--- config.mk ---
export PLATFORM = sky130hd
export DESIGN_NAME = seq_mult_hs
export DESIGN_NICKNAME = d
export VERILOG_FILES = /design/src/rtl/mult_pkg.sv /design/src/rtl/seq_mult_hs.sv
export SDC_FILE = /design/constraint.sdc
export NUM_CORES = 1
export LEC_CHECK = 0
export CAP_MARGIN = 10
export CORE_MARGIN = 3
export CORE_UTILIZATION = 59
export DETAILED_ROUTE_END_ITERATION = 16
export PLACE_DENSITY = 0.89
export SLEW_MARGIN = 20
export SYNTH_ARGS = -nofsm -noshare
export SYNTH_HDL_FRONTEND = slang
export SYNTH_SLANG_ARGS = --single-unit
--- constraint.sdc ---
create_clock -name clk -period 7.1 [get_ports clk]
set_input_delay 1.42 -clock clk [delete_from_list [all_inputs] [get_ports clk]]
set_output_delay 1.42 -clock clk [all_outputs]
set_load 0.05 [all_outputs]
--- src/rtl/mult_pkg.sv ---
// Shared types and helpers for the iterative shift-add multiplier family.
// Holds the controller state encoding and the operand magnitude helper.
package mult_pkg;

    typedef enum logic [1:0] {
        IDLE,
        RUN,
        DONE
    } state_t;

    localparam int DEFAULT_WIDTH = 8;
    localparam int MAG_W         = 32;

    // Caller must pass the operand sign-extended to MAG_W bits whenever is_signed is set.
    function automatic logic [MAG_W-1:0] abs_mag(input logic [MAG_W-1:0] value,
                                                 input logic             is_signed);
        if (is_signed && value[MAG_W-1]) begin
            return ~value + MAG_W'(1);
        end
        return value;
    endfunction

endpackage

--- src/rtl/seq_mult_hs.sv ---
// Radix-2 shift-add multiplier with valid/ready on both sides, signed or unsigned per operation.
// One operation in flight; the product is held in DONE until the sink takes it.
module seq_mult_hs
    import mult_pkg::*;
#(
    parameter int WIDTH = DEFAULT_WIDTH,
    parameter int CNT_W = $clog2(WIDTH + 1)
) (
    input  logic               clk,
    input  logic               reset,
    input  logic               in_valid,
    output logic               in_ready,
    input  logic               in_signed,
    input  logic [WIDTH-1:0]   A,
    input  logic [WIDTH-1:0]   B,
    output logic               out_valid,
    input  logic               out_ready,
    output logic [2*WIDTH-1:0] prod,
    output logic               busy
);

    state_t             state_q, state_d;
    logic [CNT_W-1:0]   cnt_q, cnt_d;
    logic [WIDTH-1:0]   mcand_q, mcand_d;
    logic [2*WIDTH-1:0] work_q, work_d;
    logic               neg_q, neg_d;
    logic [2*WIDTH-1:0] prod_q, prod_d;

    logic [MAG_W-1:0]   aExt, bExt, aMag, bMag;
    logic [WIDTH:0]     partial;
    logic [2*WIDTH:0]   shifted;
    logic [2*WIDTH-1:0] finalVal;
    logic               accept;
    logic               unusedBits;

    // Operand magnitudes; signed operands are widened with their sign first.
    always_comb begin
        if (in_signed) begin
            aExt = MAG_W'($signed(A));
            bExt = MAG_W'($signed(B));
        end else begin
            aExt = MAG_W'(A);
            bExt = MAG_W'(B);
        end
        aMag = abs_mag(aExt, in_signed);
        bMag = abs_mag(bExt, in_signed);
    end

    // work_q holds {accumulator, remaining multiplier bits}; partial carries the add-out bit.
    always_comb begin
        partial  = {1'b0, work_q[2*WIDTH-1:WIDTH]} + (work_q[0] ? {1'b0, mcand_q} : '0);
        shifted  = {partial, work_q[WIDTH-1:0]} >> 1;
        finalVal = neg_q ? -shifted[2*WIDTH-1:0] : shifted[2*WIDTH-1:0];
    end

    assign unusedBits = ^{aMag, bMag, shifted[2*WIDTH]};

    always_comb begin
        state_d   = state_q;
        cnt_d     = cnt_q;
        mcand_d   = mcand_q;
        work_d    = work_q;
        neg_d     = neg_q;
        prod_d    = prod_q;
        in_ready  = 1'b0;
        out_valid = 1'b0;
        busy      = 1'b0;
        accept    = 1'b0;

        case (state_q)
            IDLE: begin
                in_ready = 1'b1;
            end
            RUN: begin
                busy   = 1'b1;
                work_d = shifted[2*WIDTH-1:0];
                cnt_d  = cnt_q - CNT_W'(1);
                if (cnt_q == CNT_W'(1)) begin
                    prod_d  = finalVal;
                    state_d = DONE;
                end
            end
            DONE: begin
                out_valid = 1'b1;
                in_ready  = out_ready;
                if (out_ready && !in_valid) begin
                    state_d = IDLE;
                end
            end
            default: begin
                state_d = IDLE;
            end
        endcase

        // Shared by IDLE and DONE, so a consume and a new accept can share one edge.
        accept = in_ready && in_valid;
        if (accept) begin
            mcand_d = aMag[WIDTH-1:0];
            work_d  = {{WIDTH{1'b0}}, bMag[WIDTH-1:0]};
            neg_d   = in_signed & (A[WIDTH-1] ^ B[WIDTH-1]);
            cnt_d   = CNT_W'(WIDTH);
            state_d = RUN;
        end
    end

    always_ff @(posedge clk or negedge reset) begin
        if (!reset) begin
            state_q <= IDLE;
            cnt_q   <= '0;
            mcand_q <= '0;
            work_q  <= '0;
            neg_q   <= 1'b0;
            prod_q  <= '0;
        end else begin
            state_q <= state_d;
            cnt_q   <= cnt_d;
            mcand_q <= mcand_d;
            work_q  <= work_d;
            neg_q   <= neg_d;
            prod_q  <= prod_d;
        end
    end

    assign prod = prod_q;

endmodule

==> flow_summary_export.csv <==
group,metric,value,unit
worst_setup_path,path_max_fanout,3,
worst_setup_path,cp-start-kind,"primary input",
worst_setup_path,crit_path_max_incr_delay,870,ps
pwr,ir_worst_vdd,0.2944,mV
clock_network,cts-buffers-inserted,5,
worst_setup_path,required,5680,ps
floorplan,dieWidth,75.84,µm
floorplan,die-area,0.005752,mm²
sta,hold_violations,0,
worst_setup_path,critPathBufInv,3,
logic_synthesis,post-synth-top-area-cell,"dfrtp_1",
worst_setup_path,cpMaxStageDelayCell,"clkdlybuf4s50_1",
worst_setup_path,critical-path-top-cell-by-count,"clkdlybuf4s50_1",
worst_setup_path,path_cells,"clkdlybuf4s50_1 > inv_1 > a21oi_1 > clkdlybuf4s50_1",
route,routed_wirelength,5.884,mm
finish,layout.cells.non_filler,431,
logic_synthesis,synth.area.top_cells,"dfrtp_1, nand2_1, o21ai_0",
clock_network,cts_max_path_buffers,2,
sta,fmax,223.0,MHz
logic_synthesis,async_reset_ff_frac,1.000,
clock_network,htree_num_levels,2,
finish,drive_above_1_share,0.04918,
floorplan,boundaryPins,40,
sta,final_max_slew_viol_count,0,
logic_synthesis,dominantRegCellSynth,"dfrtp_1",
sta,rsz0062_at_grt,"false",
worst_setup_path,worst_setup_path_startpoint,"out_ready",
sta,whs,481.8,ps
grt,overflow,0,
sta,setup_total_negative_slack,0,ps
sta,clock_skew,5.199,ps
worst_setup_path,timing.critical_path.max_delay_family,"buffers and inverters",
grt,grt_pass1_vias,2282,
finish,flow.area_growth_from_synthesis,18.26,%
floorplan,fp-row-count,24,
outcome,run_status,"complete, no violations",
logic_synthesis,ys_top_cells_by_count,"nand2_1, dfrtp_1, o21ai_0",
grt,gr-usage-all-layers,0.2211,
pwr,power.density,465.5,mW/mm²
worst_setup_path,setup.worst_path.end_class,"output port",
grt,antenna_found_initial,0,
logic_synthesis,synth_edf_count,0,
clock_network,post_cts_setup_buffers,0,
sta,setup_viol_count_final,0,
logic_synthesis,synth_most_common_cell,"nand2_1",
sta,fin_crit_sh,0.6317,
route,vias_per_cell,5.677,
placement,placedCellCount,422,
logic_synthesis,ys_types,46,
logic_synthesis,ys_seq_elements,47,
grt,grt_pass1_wl,9.749,mm
placement,dp_wirelength,4.342,mm
worst_setup_path,worst-endpoint-arrival,3060,ps
clock_network,cts-hold-fix-buffers,0,
placement,globalplace.congestion,0.8940,
placement,placement.io_buffers,39,
logic_synthesis,synth.top_cell.area_share,0.4087,
worst_setup_path,rr_startpoint,"work_q[0]",
floorplan,starting_density_of_the_core,0.6347,
logic_synthesis,synthesis.area_per_instance,8.694,µm²
logic_synthesis,seq_area_frac_synth,0.4087,
sta,max_slew_margin,0.4132,
finish,nFillCells,342,
job,max_cap_violations,0,
route,wire_length_per_cell,13.65,µm
min_path,hold_path.startpoint,"prod[8]",
finish,num_antenna_cells,0,
placement,detailedPlace.worstSlack,2667,ps
logic_synthesis,synthesis.yosys.warnings,0,
floorplan,floorplan.die.height,75.84,µm
clock_network,cts.clk_slew.worst_paths,80,ps
finish,finalNetCount,400,
sta,fin_crit,4485,ps
route,drt-pass1-iter-count,4,
worst_setup_path,worstSetupPathType,"in -> out",
clock_network,post_cts_resize_count,0,
logic_synthesis,post_synthesis_instance_total,331,
clock_network,clock_tree_from_tritoncts,"done",
route,drt.antenna.violating_nets,0,
route,dr_total_vias,2447,
floorplan,core_area,0.004534,mm²
pwr,power.leakage,1.544,nW
clock_network,clock_latency,300,ps
grt,grt_max_degree,48,
min_path,min_path_type,"reg -> reg",
sta,worst_pin_slew,878.0,ps
route,drt_iter0_drc,98,
clock_network,cts.root.buffer_cell,"clkbuf_8",
finish,fin_util,0.7506,
logic_synthesis,postSynthNetCount,366,
sta,postLayoutSetupSlackWorst,2615,ps
logic_synthesis,syn_area,0.002878,mm²
route,remaining_drc_errors,0,
clock_network,clkSinkCount,47,
area by class of cell:
cell class              instances  area [µm²]  share of cell area
clock inverters                 2       12.51            0.003676
well taps                      65       81.33             0.02390
clock buffers                   6       72.57             0.02132
repair buffers                 40       405.4              0.1191
multi-input cells             260        1614              0.4743
inverters                      11       41.29             0.01213
flip-flops and latches         47        1176              0.3456
final timing paths:
check                                   to  slack, ps  cells past startpoint
worst min register to register     prod[8]        480                      2
min in group asynchronous         prod[13]       1030                      1
worst min-delay path               prod[8]        480                      2
worst max register to register    prod[15]       3890                      9
max in group asynchronous       mcand_q[4]       5570                      2
worst max-delay path              in_ready       2620                      4
sequential cells by signal, indices dropped and copies added (netlist names):
signal / cells
cnt_q: 4
mcand_q: 8
neg_q: 1
prod: 16
state_q: 2
work_q: 16
logic make-up (layout without fill, tap and decap cells):
logic type | after synthesis | after routing | synth area share
flops | 47 | 47 | 0.4087
compound gates | 84 | 84 | 0.1900
xor+xnor | 29 | 29 | 0.08826
mux | 3 | 3 | 0.01044
fa+ha+maj | 14 | 14 | 0.06348
buf+inv | 24 | 59 | 0.03130
simple gates | 130 | 130 | 0.2078
layer usage:
metal,track usage,share of wire
met5,0,0
met4,0.09515,0.016
met3,0.03298,0.045
met2,0.3755,0.49
met1,0.2789,0.45
worst reg2reg max path, delay by kind of cell (launching register included):
kind	cells	cell delay [ps]
AOI/OAI and AO/OA	4	1080
and+or+nand+nor	3	930
adders and majority gates	2	650
DFF	1	460
report_power, final:
part           switching, mW  internal (mW)
logic                  0.569          0.362
clock network         0.0895         0.0689
registers              0.105          0.390
through the flow:
stage          power, mW  instance area, µm²
6_report           1.584                3403
5_1_grt            1.717                3403
4_1_cts            1.582                3381
3_5_place_dp       1.423                3296
3_3_place_gp       1.393                3296
2_1_floorplan      1.188                2878
layout by cell type, fill, tap and decap left out, drive strengths merged, types with 3 or more instances in the layout:
cell,instances
nand3,13
nand2b,4
clkdlybuf4s50,38
or3,3
inv,11
o31ai,6
ha,13
o21ai,35
clkbuf,6
nand2,60
mux2i,3
a211o,5
xnor2,16
xor2,13
a31oi,8
a21oi,8
nor3,5
nor2,20
dfrtp,47
and2,11
nor4,4
a21o,5
(Power assumes the default switching activity.)
